**src/rtl/i2c_byte_rx_if.sv**
```systemverilog
// i2c_byte_rx_if: bus-side and protocol-side signals of the I2C byte receiver
interface i2c_byte_rx_if #(parameter int DATA_W = 8);
    logic scl_in, sda_in, scl_pos, scl_neg, sda_pos, sda_neg, ack_en;
    logic start_det, stop_det, rx_valid, sda_oe, busy;
    logic [DATA_W-1:0] rx_data;
    modport master (
        output scl_in, sda_in, scl_pos, scl_neg, sda_pos, sda_neg, ack_en,
        input  start_det, stop_det, rx_data, rx_valid, sda_oe, busy
    );
    modport slave (
        input  scl_in, sda_in, scl_pos, scl_neg, sda_pos, sda_neg, ack_en,
        output start_det, stop_det, rx_data, rx_valid, sda_oe, busy
    );
endinterface

```
**src/rtl/i2c_byte_rx.sv**
```systemverilog
// i2c_byte_rx: START/STOP detection, MSB-first byte shift-in and 9th-bit ACK drive
module i2c_byte_rx #(parameter int DATA_W = 8) (
    input logic clk,
    input logic rst_n,
    i2c_byte_rx_if.slave bus
);
    localparam int CW = $clog2(DATA_W) + 1;
    typedef enum logic [2:0] {IDLE, RECV, ACK_WAIT, ACK, NACK} state_t;
    state_t state, state_n;
    logic [CW-1:0] bit_cnt, cnt_n;
    logic [DATA_W-1:0] shift, shift_n, data_q, data_n, shifted;
    logic valid_q, valid_n, start_q, start_n, stop_q, stop_n, oe_q, oe_n;
    logic start_c, stop_c;
    // an SDA edge coinciding with an SCL rise is a data change, not a condition
    assign start_c = bus.sda_neg & bus.scl_in & ~bus.scl_pos;
    assign stop_c  = bus.sda_pos & bus.scl_in & ~bus.scl_pos;
    assign shifted = {shift[DATA_W-2:0], bus.sda_in};
    always_comb begin
        state_n = state;
        cnt_n   = bit_cnt;
        shift_n = shift;
        data_n  = data_q;
        valid_n = 1'b0;
        start_n = 1'b0;
        stop_n  = 1'b0;
        oe_n    = oe_q;
        if (stop_c) begin
            state_n = IDLE;
            oe_n    = 1'b0;
            stop_n  = 1'b1;
        end else if (start_c) begin
            state_n = RECV;
            cnt_n   = '0;
            oe_n    = 1'b0;
            start_n = 1'b1;
        end else begin
            case (state)
                RECV: if (bus.scl_pos) begin
                    shift_n = shifted;
                    cnt_n   = bit_cnt + 1'b1;
                    if (bit_cnt == CW'(DATA_W - 1)) begin
                        data_n  = shifted;
                        valid_n = 1'b1;
                        state_n = ACK_WAIT;
                    end
                end
                ACK_WAIT: if (bus.scl_neg) begin
                    oe_n    = bus.ack_en;
                    state_n = bus.ack_en ? ACK : NACK;
                end
                ACK, NACK: if (bus.scl_neg) begin
                    oe_n    = 1'b0;
                    cnt_n   = '0;
                    state_n = RECV;
                end
                default: ;
            endcase
        end
    end
    always_ff @(posedge clk or negedge rst_n) begin
        if (!rst_n) begin
            state   <= IDLE;
            bit_cnt <= '0;
            shift   <= '0;
            data_q  <= '0;
            valid_q <= 1'b0;
            start_q <= 1'b0;
            stop_q  <= 1'b0;
            oe_q    <= 1'b0;
        end else begin
            state   <= state_n;
            bit_cnt <= cnt_n;
            shift   <= shift_n;
            data_q  <= data_n;
            valid_q <= valid_n;
            start_q <= start_n;
            stop_q  <= stop_n;
            oe_q    <= oe_n;
        end
    end
    assign bus.start_det = start_q;
    assign bus.stop_det  = stop_q;
    assign bus.rx_data   = data_q;
    assign bus.rx_valid  = valid_q;
    assign bus.sda_oe    = oe_q;
    assign bus.busy      = (state != IDLE);
endmodule

```
**src/flat_wrapper.sv**
```systemverilog
// flat-port wrapper written by rule: the top's interface ports become plain ports
module i2c_byte_rx_flat 
#(parameter int DATA_W = 8)
  (clk, rst_n, bus_scl_in, bus_sda_in, bus_scl_pos, bus_scl_neg, bus_sda_pos, bus_sda_neg, bus_ack_en, bus_start_det, bus_stop_det, bus_rx_data, bus_rx_valid, bus_sda_oe, bus_busy);
  i2c_byte_rx_if #(.DATA_W(DATA_W)) bus_i ();
  input logic clk;
  input logic rst_n;
  input wire logic [$bits(bus_i.scl_in)-1:0] bus_scl_in;
  input wire logic [$bits(bus_i.sda_in)-1:0] bus_sda_in;
  input wire logic [$bits(bus_i.scl_pos)-1:0] bus_scl_pos;
  input wire logic [$bits(bus_i.scl_neg)-1:0] bus_scl_neg;
  input wire logic [$bits(bus_i.sda_pos)-1:0] bus_sda_pos;
  input wire logic [$bits(bus_i.sda_neg)-1:0] bus_sda_neg;
  input wire logic [$bits(bus_i.ack_en)-1:0] bus_ack_en;
  output wire logic [$bits(bus_i.start_det)-1:0] bus_start_det;
  output wire logic [$bits(bus_i.stop_det)-1:0] bus_stop_det;
  output wire logic [$bits(bus_i.rx_data)-1:0] bus_rx_data;
  output wire logic [$bits(bus_i.rx_valid)-1:0] bus_rx_valid;
  output wire logic [$bits(bus_i.sda_oe)-1:0] bus_sda_oe;
  output wire logic [$bits(bus_i.busy)-1:0] bus_busy;
  assign bus_i.scl_in = bus_scl_in;
  assign bus_i.sda_in = bus_sda_in;
  assign bus_i.scl_pos = bus_scl_pos;
  assign bus_i.scl_neg = bus_scl_neg;
  assign bus_i.sda_pos = bus_sda_pos;
  assign bus_i.sda_neg = bus_sda_neg;
  assign bus_i.ack_en = bus_ack_en;
  assign bus_start_det = bus_i.start_det;
  assign bus_stop_det = bus_i.stop_det;
  assign bus_rx_data = bus_i.rx_data;
  assign bus_rx_valid = bus_i.rx_valid;
  assign bus_sda_oe = bus_i.sda_oe;
  assign bus_busy = bus_i.busy;
  i2c_byte_rx #(.DATA_W(DATA_W)) u_core (.clk(clk), .rst_n(rst_n), .bus(bus_i));
endmodule
```
**config.mk**
```make
export PLATFORM = sky130hd
export DESIGN_NAME = i2c_byte_rx_flat
export DESIGN_NICKNAME = d
export VERILOG_FILES = /design/src/rtl/i2c_byte_rx_if.sv /design/src/rtl/i2c_byte_rx.sv /design/src/flat_wrapper.sv
export SDC_FILE = /design/constraint.sdc
export NUM_CORES = 1
export LEC_CHECK = 0
export ABC_CLOCK_PERIOD_IN_PS = 1800
export CORE_ASPECT_RATIO = 0.9
export CORE_MARGIN = 4
export CORE_UTILIZATION = 25
export DETAILED_ROUTE_END_ITERATION = 6
export GPL_TIMING_DRIVEN = 0
export SYNTH_ARGS = -nofsm -noshare
export SYNTH_HDL_FRONTEND = slang
export SYNTH_SLANG_ARGS = --single-unit
```
**constraint.sdc**
```tcl
create_clock -name clk -period 1.8 [get_ports clk]
set_clock_uncertainty 0.1 [all_clocks]
set_input_delay 0.54 -clock clk [delete_from_list [all_inputs] [get_ports clk]]
set_output_delay 0.54 -clock clk [all_outputs]
set_load 0.02 [all_outputs]
```
==> results of run 1 <==
## synthesized netlist by cell type
cell,count
a32oi_1,1
a31oi_1,1
clkbuf_1,1
o22ai_1,1
a21o_1,1
a21oi_1,1
nand3_1,2
mux2_2,16
a221oi_2,1
o211ai_1,1
nor2_1,3
mux2_1,2
and3_1,2
and3b_1,1
o21ai_0,5
buf_6,1
or4b_1,1
and4bb_1,1
and4b_1,1
o31ai_1,1
ha_1,1
nand2_1,7
nand3b_1,2
nor3b_1,1
dfrtp_1,26
or3_1,1
a41oi_1,1
inv_1,4
nor2b_1,3
## cell usage in the layout (no fill, tap or decap), types with 2 or more instances in the layout
master            n
dfrtp_1          23
dlygate4sd2_1    16
mux2_2           14
buf_4             8
nand2_1           6
inv_1             4
mux2_4            4
o21ai_0           3
clkbuf_8          3
clkdlybuf4s50_1   3
dfrtp_2           3
nor2b_4           2
nor2_1            2
nand3b_1          2
o21ai_1           2
nand3_1           2
and3_1            2
buf_6             2
## power groups by stage
stage	logic, mW	clock network [mW]	registers [mW]
after floorplan	0.379	0	0.891
after global placement	0.574	0	0.886
after detailed placement	0.591	0	0.897
after CTS	0.754	0.491	0.868
after global routing	0.938	0.515	0.905
final	0.859	0.478	0.880
## flip-flops by register name, summed over array words and instances (netlist names)
register and flops:
u_core.bus.rx_data 8, u_core.bit_cnt 4, u_core.state 3, u_core.bus.rx_valid 1
u_core.bus.start_det 1, u_core.bus.stop_det 1, u_core.shift 7, u_core.bus.sda_oe 1
## worst min path at each step
stage | end | slack [ns] | cells past startpoint
finish | u_core.bit_cnt[3] | 0.40 | 1
global route | u_core.bus.rx_data[6] | 0.42 | 1
CTS | u_core.bit_cnt[3] | 0.40 | 1
detailed placement | u_core.bit_cnt[3] | 0.39 | 1
global placement | u_core.bit_cnt[3] | 0.37 | 1
floorplan | u_core.bit_cnt[0] | 0.14 | 0
## worst max-delay path: cells and delay by family, from the launching register on
family        cells  cell delay (ns)
flops             1             0.47
mux               1             0.30
simple gates      3             0.89
## metrics by stage
stage,area (um2),util [%],cells
4_1_cts,1600,36.0,184
6_report,1640,36.9,186
2_1_floorplan,1140,-,90
3_5_place_dp,1430,32.3,173
5_1_grt,1640,36.9,186
3_3_place_gp,1430,32.3,173
## area by class of cell
cell class | instances | share of cell area (%)
inverter | 4 | 0.918
multi-input combinational | 58 | 32.4
clock buffer | 3 | 2.52
timing repair buffer | 32 | 17.6
clock inverter | 1 | 1.84
sequential | 26 | 40.0
tap | 62 | 4.74
## logic make-up after synthesis
kind of cell,after synthesis
flops,26
simple gates,25
mux,18
compound gates,14
buf+inv,6
fa+ha+maj,1
## per-layer routing
metal	vias up	wire length [um]	part of all wire [%]
met3	4	52	2.1
met5	-	0	0
li1	391	-	-
met1	411	994	41
met4	0	42	1.7
met2	11	1330	55
## what timing repair did
action	in CTS	in global routing
gates cloned	0	0
hold endpoints to repair	0	0
pin swaps	3	3
resized for setup	37	10
buffers inserted	7	4
setup endpoints to repair	33	18
==> results.yml, run 1 <==
detailed_routing:
  vias_per_cell: 4.39
  drc: 0
  wl_per_cell_um: 13.0
  vias: 817
  first_iter_violations: 29
  wl_um: 2420
  firstDrtPassIters: 4
  detail-route-antenna-nets: 0
sta:
  fin_hold_ws_ns: 0.403
  drv_slew: 0
  slew_headroom_pct: 26.8
  tightestPinTransition_ns: 1.10
  rsz0062_at_grt: "true"
  finalSetupViolCount: 3
  finalCritPeriodShare_pct: 104
  fin_ws_ns: -0.0637
  fin_crit_ns: 1.86
  fmax_mhz: 537
  setup-tns-final_ns: -0.182
  final_hold_viol_count: 0
critical_path:
  cp-start-kind: "flop"
  reg2reg_from: "u_core.state[2]"
  ff2ff_path_depth: 4
  r2r_end: "u_core.state[1]"
  crit_path_end_kind: "flop"
  crit_slowest_cell: "dfrtp_2"
  critPathKind: "reg -> reg"
  crit_arrival_ns: 1.92
  r2r_slack_ns: -0.06
  slowest_delay_ns: 0.47
  crit_start: "u_core.state[2]"
  path_cells: "and4bb_2 > and4b_2 > and3b_2 > mux2_4"
  crit_fanout: 7
  cp-endpoint: "u_core.state[1]"
  critical_path_required_ns: 1.86
die:
  die_y_um: 72.1
  die_x_um: 79.3
  io_pins: 22
  rows: 23
  die_area_um2: 5720
  initial_core_util_pct: 25.8
  fp.coreArea_um2: 4430
yosys:
  synth_top_family_by_area: "multiplexers"
  synthCells: 90
  synthesis.nets: 100
  yosys.area_share.simple_pct: 13.0
  synth_top_cells_by_area: "dfrtp_1 (57%), mux2_2 (16%), nand2_1 (2.3%)"
  syn_area_um2: 1140
  synth_area_per_cell_um2: 12.7
  yosys_register_bits: 26
  ys.warnings.count: 0
  synth-xor-area-share_pct: 0
  yosysSeqAreaShare_pct: 57.0
  synth_top_area_share_pct: 57.0
  yosys.area.top_type: "dfrtp_1"
  synth_mux_area_share_pct: 17.7
  yosysUniqueCellTypes: 29
  synth_compound_area_share_pct: 8.54
  synthAdderAreaFrac_pct: 1.10
cts:
  htreeDepth: 1
  cts_tree: "built"
  clk-insertion-delay-late_ns: 0.27
  cts_buffers: 3
  cts-root-buf: "clkbuf_8"
  clock_path_buffers: 2
  hold_buffers: 0
  clk_pin_slew_ns: 0.09
  clock_sinks: 26
pwr:
  combPwrFrac_pct: 38.7
  sw_frac_of_total_pct: 31.5
  p_leak_nw: 0.806
  p_seq_share_pct: 39.7
  pwr-share-clk_pct: 21.6
  p_int_mw: 1.52
  p_total_mw: 2.22
  p_sw_mw: 0.700
  power_density_nw_per_um2: 1360
  peakVddDrop_mv: 0.391
layout:
  regArea_um2: 654
  syn2layout_area_growth_pct: 43.2
  antenna_cells: 0
  nFillCells: 446
  nets: 135
  drive_above_1_share_pct: 38.7
  multi_input_area_um2: 529
placed_design:
  io_buffer_count: 21
  gp_congestion: 0.744
  dpl_worst_slack_ns: -0.664
  dp_hpwl_um: 1600
global_route:
  overflow: 0
  grt-busiest-layer: "met2"
  globalRouteTotalUtil_pct: 8.86
  grt_antenna_before_repair: 0
  grt_pass1_wl_um: 4000
  use_met3_pct: 1.36
  grt_pass1_vias: 888
  use_met1_pct: 9.93
  use_met2_pct: 16.5
  grt_start_max_net_pins: 27
status:
  status: "finished with violations"
  failed_checks: "negative setup slack"
worst_hold_path:
  worstHoldPathType: "reg -> reg"
  hp-start: "u_core.bit_cnt[3]"
run:
  max_cap_viol_count: 0
No activity file was read; power rests on OpenSTA's default activity.
==> run 2: changes to the inputs <==
ABC_CLOCK_PERIOD_IN_PS = 2100   (was 1800)
clock period = 2.1 ns   (was 1.8 ns; I/O delays follow)
==> run 2 against run 1 <==
  * The run now ends clean
  * First-iteration DRC count increased by 24%
  * Critical endpoint is now bus_busy
  * Die area unchanged
  * Largest cell class unchanged
  * Cell area fell by 5.7%
  * Highest routed layer unchanged
  * Sequential power decreased by 13%
  * Clock-buffer cell count is the same
  * Sequential share of layout area grew 2.3 points
  * Setup slack improved by 0.16 ns
  * Critical path depth down 2
  * Combinational power fell by 38%
==> results.yml, run 2 (synthesis gave the netlist of run 1 again) <==
die:
  die_area_um2: 5720
  die_y_um: 72.1
  rows: 23
  die_x_um: 79.3
  io_pins: 22
  fp.coreArea_um2: 4430
  initial_core_util_pct: 25.8
placed_design:
  dpl.cell_count: 173
  io_buffer_count: 21
  dpl-instance-area_um2: 1430
  dp_hpwl_um: 1590
  gp_congestion: 0.767
layout:
  final_cells: 181
  drive_above_1_share_pct: 26.1
  antenna_cells: 0
  syn2layout_area_growth_pct: 34.9
  fin_area_um2: 1540
  nets: 130
  layout_common_cells: "dfrtp_1 (25), clkdlybuf4s50_1 (19), mux2_2 (16), nand2_1 (7)"
  regArea_um2: 652
  nFillCells: 456
  largest_reg_flops: 8
  multi_input_area_um2: 477
  final_common_cell: "dfrtp_1"
critical_path:
  crit_arrival_ns: 1.28
  critical_path_required_ns: 1.37
  crit_path_end_kind: "primary output"
  critPathKind: "reg -> out"
  cp-start-kind: "flop"
  crit_fanout: 9
sta:
  drv_slew: 0
  slew_headroom_pct: 25.6
  finalCritPeriodShare_pct: 95.6
  setup-tns-final_ns: 0
  fin_crit_ns: 2.01
  tightestPinTransition_ns: 1.11
  fmax_mhz: 498
  finalSetupViolCount: 0
  final_hold_viol_count: 0
  rsz0062_at_grt: "false"
global_route:
  grt_pass1_vias: 794
  grt_antenna_before_repair: 0
  overflow: 0
  use_met1_pct: 10.3
  grt-busiest-layer: "met2"
  grt_start_max_net_pins: 27
  grt_pass1_wl_um: 3710
  use_met3_pct: 0.744
  use_met2_pct: 14.2
  globalRouteTotalUtil_pct: 8.11
detailed_routing:
  drc: 0
  firstDrtPassIters: 4
  first_iter_violations: 36
  vias: 754
  wl_um: 2110
  wl_per_cell_um: 11.6
  detail-route-antenna-nets: 0
  vias_per_cell: 4.17
pwr:
  peakVddDrop_mv: 0.294
  power_density_nw_per_um2: 1100
  p_total_mw: 1.69
  p_leak_nw: 0.689
worst_hold_path:
  worstHoldPathType: "reg -> reg"
cts:
  hold_buffers: 0
  cts_tree: "built"
  cts_buffers: 3
  clk-insertion-delay-late_ns: 0.26
  clock_sinks: 26
  clock_path_buffers: 2
  cts-root-buf: "clkbuf_8"
  htreeDepth: 1
  clk_pin_slew_ns: 0.08
status:
  status: "complete, no violations"
run:
  max_cap_viol_count: 0
run 2: cell count changes in the layout (fill, tap and decap cells not counted), moves of 2 or more:
cell	delta
dfrtp_1	+2
dlygate4sd2_1	-15
nor2b_4	-2
buf_4	-4
clkdlybuf4s50_1	+16
mux2_2	+2
mux2_4	-4
mux2_1	+2
dfrtp_2	-2
run 2: repair_timing:
action | in CTS | in global routing
endpoints found under the setup margin | 11 | 3
resized for setup | 8 | 3
gates cloned | 0 | 0
buffers inserted | 3 | 1
pin swaps | 1 | 1
run 2: area by class of cell:
class / count / area share [%]
flip-flops and latches: 26 / 42.3
multi-input cells: 58 / 30.9
repair buffers: 25 / 15.2
well taps: 62 / 5.03
clock buffers: 3 / 2.68
clock inverters: 1 / 1.95
plain buffers: 2 / 0.974
inverters: 4 / 0.974
run 2: worst max-delay path, stage by stage (launching register included):
cell	delay, ns
dfrtp_2	0.48
or3_1	0.38
buf_2	0.16
run 2: worst paths after layout:
check                             startpoint                    end  slack (ns)  cells past startpoint
min in group asynchronous              rst_n  u_core.bus.rx_data[6]        0.86                      1
min reg2reg                u_core.bit_cnt[3]      u_core.bit_cnt[3]        0.41                      1
max reg2reg                  u_core.state[0]        u_core.state[1]        0.20                      4
min                        u_core.bit_cnt[3]      u_core.bit_cnt[3]        0.41                      1
max                          u_core.state[0]               bus_busy        0.09                      2
max in group asynchronous              rst_n        u_core.state[0]        0.30                      1
run 2: report_power, final:
part | internal (mW) | switching [mW] | leakage, nW
sequential | 0.638 | 0.125 | 0.343
combinational | 0.281 | 0.250 | 0.310
clock | 0.255 | 0.146 | 0.0357
run 2: metal layers:
metal / vias to the layer above / share of wire (%)
li1: 381 / -
met1: 364 / 46
met2: 7 / 51
met3: 2 / 1.4
met4: 0 / 1.1
met5: - / 0
run 2: per-stage QoR:
| step | utilization (%) | setup WS, ns | hold slack [ns] |
|---|---|---|---|
| after floorplan | - | 0.173 | 0.234 |
| after global placement | 32.3 | -0.441 | 0.366 |
| after detailed placement | 32.3 | -0.467 | 0.383 |
| after CTS | 34.3 | 0.00891 | 0.397 |
| after global routing | 34.8 | 0.0141 | 0.422 |
| final | 34.8 | 0.0915 | 0.406 |
==> run 3: changes to the inputs <==
ABC_CLOCK_PERIOD_IN_PS = default   (was 2100)
CORE_UTILIZATION = 40   (was 25)
SKIP_CTS_REPAIR_TIMING = 1   (was default)
==> run 3 against run 2 <==
  * Sequential power shrank 1%
  * Largest power group unchanged
  * Critical path type unchanged
  * Clock power shrank 38%
  * Final cell count shrank 11%
  * First-iteration DRC count shrank 50%
  * Setup slack lost 0.020 ns
  * Global-route usage grew 4.3 points
==> results.yml, run 3 (synthesis gave the netlist of run 1 again) <==
detailed_routing:
  wl_um: 2050
  vias_per_cell: 4.94
  vias: 796
  wl_per_cell_um: 12.7
  detail-route-antenna-nets: 0
  drc: 0
  firstDrtPassIters: 4
  first_iter_violations: 18
placed_design:
  dpl.cell_count: 151
  gp_congestion: 0.786
  io_buffer_count: 21
  dp_hpwl_um: 1440
cts:
  clk_pin_slew_ns: 0.13
  clk-insertion-delay-late_ns: 0.31
  clock_sinks: 26
  clock_path_buffers: 2
  cts_tree: "built"
  cts-root-buf: "clkbuf_4"
  htreeDepth: 1
  cts_buffers: 3
layout:
  post-route-util_pct: 54.3
  nets: 132
  nFillCells: 259
  final_cells: 161
  layout_common_cells: "dfrtp_1 (24), clkdlybuf4s50_1 (17), mux2_2 (16), nand2_1 (7), buf_4 (6)"
  antenna_cells: 0
  largest_reg_flops: 8
  syn2layout_area_growth_pct: 30.6
  drive_above_1_share_pct: 27.3
  final_common_cell: "dfrtp_1"
sta:
  drv_slew: 0
  slew_headroom_pct: 26.3
  fin_crit_ns: 2.03
  tightestPinTransition_ns: 1.10
  setup-tns-final_ns: 0
  finalSetupViolCount: 0
  fmax_mhz: 493
  rsz0062_at_grt: "false"
  fin_hold_ws_ns: 0.398
  final_hold_viol_count: 0
  finalCritPeriodShare_pct: 96.6
worst_hold_path:
  hp-start: "u_core.bit_cnt[3]"
  hold_depth: 1
  holdPathEnd: "u_core.bit_cnt[3]"
  worstHoldPathType: "reg -> reg"
global_route:
  grt_pass1_vias: 786
  grt_pass1_wl_um: 3590
  overflow: 0
  globalRouteTotalUtil_pct: 12.4
  grt_start_max_net_pins: 27
  grt_antenna_before_repair: 0
pwr:
  peakVddDrop_mv: 0.493
  p_total_mw: 1.53
  p_leak_nw: 0.724
  power_density_nw_per_um2: 1020
die:
  initial_core_util_pct: 41.6
  die_y_um: 58.7
  fp.coreArea_um2: 2750
  die_area_um2: 3780
  die_x_um: 64.3
  io_pins: 22
  rows: 18
critical_path:
  ff2ff_path_depth: 6
  critPathKind: "reg -> out"
  cp-start-kind: "flop"
  crit_path_end_kind: "primary output"
  r2r_end: "u_core.state[1]"
  crit_fanout: 5
  crit_arrival_ns: 1.30
  r2r_slack_ns: 0.14
  reg2reg_from: "u_core.state[0]"
  critical_path_required_ns: 1.37
status:
  status: "complete, no violations"
run:
  max_cap_viol_count: 0
-- run 3: final cells by class --
cell class,instances,area [um2],area share [%]
plain buffers,2,15.0,1.01
clock buffers,4,36.3,2.43
inverters,4,15.0,1.01
multi-input cells,58,464,31.1
flip-flops and latches,26,653,43.8
well taps,40,50.0,3.36
repair buffers,27,258,17.3
-- run 3: worst max-delay path by stage --
stage	depth (start not counted)	startpoint	slack [ns]	end
final	2	u_core.state[0]	0.07	bus_busy
after detailed placement	6	bus_scl_pos	-0.46	u_core.state[1]
after global placement	6	bus_scl_pos	-0.45	u_core.state[1]
after CTS	2	u_core.state[0]	-0.39	bus_busy
after floorplan	5	bus_scl_pos	0.17	u_core.state[0]
after global routing	2	u_core.state[0]	0.006	bus_busy
-- run 3: metal layers --
metal,share of wire (%),GRT usage (%)
met3,5.4,5.34
met2,47,18.5
met4,0.93,3.92
met5,0,0
met1,47,16.3
-- run 3: report_power, final --
| part | switching [mW] | internal (mW) |
|---|---|---|
| Sequential | 0.116 | 0.639 |
| Combinational | 0.247 | 0.278 |
| Clock | 0.141 | 0.106 |
| Total | 0.504 | 1.02 |
-- run 3: worst max-delay path, cell delays in order (launching register included) --
cell and delay [ns]:
dfrtp_2 0.46, or3_1 0.37, clkbuf_2 0.16
-- run 3: through the flow --
stage	instance area [um2]	worst slack, ns
4_1_cts	1440	-0.385
3_5_place_dp	1400	-0.456
5_1_grt	1490	0.00575
6_report	1490	0.0714
3_3_place_gp	1400	-0.447
2_1_floorplan	1140	0.173
